$ cat src/rtl/serial_addsub.sv
// Bit-serial adder/subtractor, LSB first, with a Mealy sum output and registered word status.
// Define SERIAL_ADDSUB_OVF_EN to compute signed overflow; otherwise overflow is tied to 0.
module serial_addsub #(
  parameter int WIDTH = 8
) (
  input  logic                     clk,
  input  logic                     reset,
  input  logic                     clear,
  input  logic                     in_valid,
  input  logic                     a,
  input  logic                     b,
  input  logic                     mode,
  input  logic                     cin,
  output logic                     sum,
  output logic                     sum_valid,
  output logic [$clog2(WIDTH)-1:0] bit_idx,
  output logic                     word_done,
  output logic                     carry,
  output logic                     overflow
);

  localparam int IW = $clog2(WIDTH);
  localparam logic [IW-1:0] LAST = IW'(WIDTH - 1);

  typedef enum logic {IDLE, RUN} state_t;

  state_t        state_q, state_d;
  logic [IW-1:0] idx_q, idx_d;
  logic          c_q, c_d;
  logic          mode_q, mode_d;
  logic          done_q, done_d;
  logic          carry_q, carry_d;

  logic modeEff, cEff, bEff, cNext, rawSum;

  // Bit 0 takes mode and carry-in from the ports; later bits use the latched values.
  always_comb begin
    modeEff = (state_q == IDLE) ? mode : mode_q;
    if (state_q == IDLE) cEff = mode ? 1'b1 : cin;
    else                 cEff = c_q;
    bEff   = b ^ modeEff;
    rawSum = a ^ bEff ^ cEff;
    cNext  = (a & bEff) | (a & cEff) | (bEff & cEff);
  end

  assign sum       = rawSum & ~reset;
  assign sum_valid = in_valid & ~clear & ~reset;
  assign bit_idx   = idx_q;
  assign word_done = done_q;
  assign carry     = carry_q;

  always_comb begin
    state_d = state_q;
    idx_d   = idx_q;
    c_d     = c_q;
    mode_d  = mode_q;
    done_d  = 1'b0;
    carry_d = carry_q;
    if (clear) begin
      state_d = IDLE;
      idx_d   = '0;
      c_d     = 1'b0;
    end else if (in_valid) begin
      if (idx_q == LAST) begin
        state_d = IDLE;
        idx_d   = '0;
        c_d     = 1'b0;
        done_d  = 1'b1;
        carry_d = cNext;
      end else begin
        state_d = RUN;
        idx_d   = idx_q + IW'(1);
        c_d     = cNext;
        if (state_q == IDLE) mode_d = mode;
      end
    end
  end

  always_ff @(posedge clk or posedge reset) begin
    if (reset) begin
      state_q <= IDLE;
      idx_q   <= '0;
      c_q     <= 1'b0;
      mode_q  <= 1'b0;
      done_q  <= 1'b0;
      carry_q <= 1'b0;
    end else begin
      state_q <= state_d;
      idx_q   <= idx_d;
      c_q     <= c_d;
      mode_q  <= mode_d;
      done_q  <= done_d;
      carry_q <= carry_d;
    end
  end

`ifdef SERIAL_ADDSUB_OVF_EN
  logic ovf_q, ovf_d;

  // Signed overflow is the carry into the MSB differing from the carry out of it.
  always_comb begin
    ovf_d = ovf_q;
    if (!clear && in_valid && idx_q == LAST) ovf_d = cEff ^ cNext;
  end

  always_ff @(posedge clk or posedge reset) begin
    if (reset) ovf_q <= 1'b0;
    else       ovf_q <= ovf_d;
  end

  assign overflow = ovf_q;
`else
  assign overflow = 1'b0;
`endif

endmodule

$ cat config.mk
export PLATFORM = sky130hd
export DESIGN_NAME = serial_addsub
export DESIGN_NICKNAME = d
export VERILOG_FILES = /design/src/rtl/serial_addsub.sv
export SDC_FILE = /design/constraint.sdc
export NUM_CORES = 1
export LEC_CHECK = 0
export ABC_AREA = 0
export BUFFER_PORTS_ARGS = -buffer_cell sky130_fd_sc_hd__buf_4
export CORE_AREA = 2 2 39 41
export DETAILED_ROUTE_END_ITERATION = 7
export DIE_AREA = 0 0 41 43
export SETUP_SLACK_MARGIN = 0.5
export SLEW_MARGIN = 10
export SYNTH_ARGS = -nofsm -noshare
export SYNTH_HDL_FRONTEND = slang
export SYNTH_SLANG_ARGS = --single-unit
$ cat constraint.sdc
create_clock -name clk -period 3 [get_ports clk]
set_input_delay 0.6 -clock clk [delete_from_list [all_inputs] [get_ports clk]]
set_output_delay 0.6 -clock clk [all_outputs]
set_load 0.02 [all_outputs]
# [After elaboration in Yosys (flattened, before gate mapping)]
# Cells that the tools add are included.
[classes] n_eq_ne=1 bitwise_logic=14 addsub=1 mux=15 n_reduce_logical=3
[ops] op="$mux 1" n=12
[ops] op="$mux 3" n=3
[ops] op="$and 1x1->1" n=6
[ops] op="$reduce_and 3->1" n=2
[ops] op="$add 3x1->3 const B" n=1
[ops] op="$eq 3x3->1 const B" n=1
[ops] op="$not 1->1" n=3
[ops] op="$xor 1x1->1" n=3
[ops] op="$or 1x1->1" n=2
[ops] op="$reduce_bool 2->1" n=1
[totals] output_inout_bits=8 regBits=8 input_bits=8 wordCells=40

# [Logic depth before layout (Yosys ltp)]
[depth] word_depth=8 depth_mapped=5 depth_no_buf=5

# [Least setup slack after synthesis]
# Ideal clock, no wire load.
[synth_timing] path_type="input-to-output" start="in mode" end="out sum" path_slack_ns=0.735 stages=4 t_required_ns=2.400 arrival_time_ns=1.665 n_path_buf=0 cell_sequence="mux2i_1 > xnor2_1 > fa_1 > nor2b_1"
[synth_between] elab_chain_len=5 elab_cells_between_ends=7 classes_between="mux: 3; bitwise: 4"
[synth_rtl] item="start, declared" line_no="12" text="input logic mode,"
[synth_rtl] item="$mux 1"
[synth_rtl] item="$xor 1x1->1" line_no="41" text="bEff = b ^ modeEff;"
[synth_rtl] item="$xor 1x1->1" line_no="42" text="rawSum = a ^ bEff ^ cEff;"
[synth_rtl] item="$xor 1x1->1 (*)" line_no="42"
[synth_rtl] item="$and 1x1->1 (*)" line_no="46" text="assign sum = rawSum & ~reset;"
[synth_rtl] item="end, declared" line_no="14" text="output logic sum,"
# Every way passes the cells marked *; elsewhere a longest branch is shown, timed or not.

# [Worst setup path in the final report]
[layout_timing] start="reg state_q" end="out sum"
[layout_between] elab_chain_len=5 elab_cells_between_ends=6 classes_between="mux: 2; bitwise: 4"
[layout_rtl] item="start, declared" line_no="27" text="state_t state_q, state_d;"
[layout_rtl] item="start signal, assigned" line_no="88" text="state_q <= state_d;"
[layout_rtl] item="$mux 1"
[layout_rtl] item="$xor 1x1->1" line_no="41"
[layout_rtl] item="$xor 1x1->1" line_no="42"
[layout_rtl] item="$xor 1x1->1 (*)" line_no="42"
[layout_rtl] item="$and 1x1->1 (*)" line_no="46"
# Marked as above.

==> impl_metrics.toml <==
[logic_synthesis]
syn_area_um2 = 462
synth_cell_types = 22
synth.most_common_cell = "dfrtp_1"
ys_async_sr_fraction = 1.00
synth.area.mux_share = 0.122
yosysWarnings = 0
synthFlopType = "dfrtp_1"
yosys.area_share.simple = 0.203
synth_top_area_frac = 0.434
synth-seq-cells = 8
yosys.area_share.xor_xnor = 0.0190
netlist_instances = 40
yosys-top-cells-count = "dfrtp_1, nand2b_1, a21oi_1, mux2i_1, nor2_1"
synth_area_per_cell_um2 = 11.5
synth_fa_ha_area_frac = 0.0976
yosysTopAreaCell = "dfrtp_1"
syn_nets = 51
synth_top_family_by_area = "simple AND/OR/NAND/NOR gates"
synthTopCellsByArea = "dfrtp_1, mux2i_1, ha_1"
synth-compound-area-share = 0.0434
synth_edf_count = 0
yosysSeqAreaShare = 0.434

[timing]
finalSetupTns_ps = 0
post-route-period-util = 0.796
fmax_mhz = 419
hold_viol = 0
finClkSkew_ps = 3.01
whs_ps = 321
period_needed_ps = 2390
fin_ws_ps = 613
finalSetupViolations = 0
drv_slew = 0
rsz0062_at_grt = "no"

[global_route]
track_usage = 0.117
antenna_found_initial = 0
grt_pass1_vias = 323
grt_max_degree = 12
grt_pass1_wl_mm = 1.32
grt.overflow.total = 0

[placed_design]
gp_congestion = 0.656
place_ws_ps = 611
hpwl_um = 605
port_buffers = 14
dp_cells = 67

[power]
power_density_nw_per_um2 = 436
p_int_mw = 0.187
vdd_drop_max_v = 0.000177
p_clk_frac = 0.318
p_comb_frac = 0.209
leakagePower_nw = 0.295
p_switching_mw = 0.0662
seq_power_share = 0.473
switching_share = 0.261

[worst_hold_path]
hp-class = "input port to async pin"

[clock_tree]
clkTransAtPathRegs_ps = 60
cts_sinks = 8
cts_resized = 0
clock_path_buffers = 2
numCtsBuffers = 3
post_cts.repair.setup_buffers = 0
cts_root_buffer = "clkbuf_4"
worst_skew_pair.late_latency_ps = 250
cts_tree = "done"
cts_max_level = 1
postCtsHoldBufs = 0

[floorplanning]
die_w_um = 41
die_h_um = 43
core_um2 = 1380
num_rows = 14
start_util = 0.334
dieArea_um2 = 1760
ios = 16

[detailed_routing]
antenna_left = 0
vias = 329
drt_iter0_drc = 7
remaining_drc_errors = 0
viasPerCell = 4.70
wl_um = 792
avgRoutedWirePerCell_um = 11.3
dr.pass1.iters = 4

[layout]
layout-drive-gt1-share = 0.370
fin_cells = 70
area_delta_synth_final_pct = 25.7
antennaDiodeCount = 0
fin_nets = 67

[setup_path]
startpoint_type = "register"
worstSetupEndpointType = "primary output"
critPathArrivalTime_ps = 1790
cp_slowest_cell = "fa_1"
slowest_delay_ps = 440
critical_path.top_delay_family = "adder cells"
r2r_cells = 4
criticalPathCategory = "register to primary output"
critPathBufInv = 1
worstPathCellList = "mux2i_1 > xnor2_1 > fa_1 > nor2b_1 > buf_4"
critPathMaxFanout = 5
reg2reg_slack_ps = 1400
critPathRequiredTime_ps = 2400
cp_num_cells = 5

[run_status]
outcome = "finished clean"

[run]
maxCapViolations = 0
## area by class of cell
type | instances | area, µm²
inverters | 1 | 3.75
repair buffers | 14 | 105
well taps | 16 | 20.0
multi-input cells | 28 | 228
flip-flops and latches | 8 | 201
fillers | 143 | 803
clock buffers | 3 | 22.5
## sequential cells by signal (all words and copies together), names as in the netlist
name       cells
c_q            1
bit_idx        3
state_q        1
mode_q         1
carry          1
word_done      1
## kinds of logic (layout without fill, tap and decap cells)
family | Yosys count | after routing
AND/OR/NAND/NOR | 14 | 14
flip-flops | 8 | 8
multiplexers | 5 | 5
AO/OA/AOI/OAI | 4 | 4
buffers and inverters | 4 | 18
adder cells (fa/ha/maj) | 3 | 3
other | 1 | 1
XOR/XNOR | 1 | 1
## path summary, 6_finish.rpt
kind                            start          to
max                           state_q         sum
min in group clk               mode_q      mode_q
min reg2reg                    mode_q      mode_q
min                             reset  bit_idx[1]
max in group asynchronous       reset     state_q
max reg2reg                bit_idx[0]      mode_q
## cells in the final DEF, fill, tap and decap left out
cell	synthesis	layout
mux2_4	1	1
mux2i_1	3	3
nor3b_1	1	1
nand2b_1	4	4
clkbuf_4	0	3
a21oi_1	3	3
conb_1	1	1
o21ai_1	1	1
nand3b_1	1	1
inv_1	1	1
nor4b_2	1	1
nor2_1	3	3
nand2_1	1	1
ha_1	2	2
xnor2_1	1	1
nor2b_1	1	1
dfrtp_2	0	1
mux2_1	1	1
buf_4	1	14
fa_1	1	1
dfrtp_1	8	7
and3b_1	1	1
or3b_1	1	1
## worst register-to-register path, stage by stage (launching register included)
cell and delay (ps):
dfrtp_1 410, ha_1 210, ha_1 230, nor4b_2 300
mux2_1 340
## metal layers
metal  track usage  part of all wire
met1         0.150              0.45
met2         0.153              0.45
met3        0.0471              0.10
met4        0.0800                 0
met5             0                 0
## metrics by stage
stage	util	total power [mW]	area, µm²
floorplan	-	0.157	462
global placement	0.402	0.174	557
detailed placement	0.402	0.175	557
CTS	0.419	0.258	579
global route	0.420	0.272	581
finish	0.420	0.253	581
## power by group through the flow
stage          Sequential [mW]  Clock (mW)  Combinational (mW)
6_report                 0.120      0.0804              0.0529
5_1_grt                  0.121      0.0915              0.0601
4_1_cts                  0.120      0.0848              0.0540
3_5_place_dp             0.121           0              0.0538
3_3_place_gp             0.121           0              0.0531
2_1_floorplan            0.123           0              0.0341
Note: power is estimated with default switching activity, not from simulation.
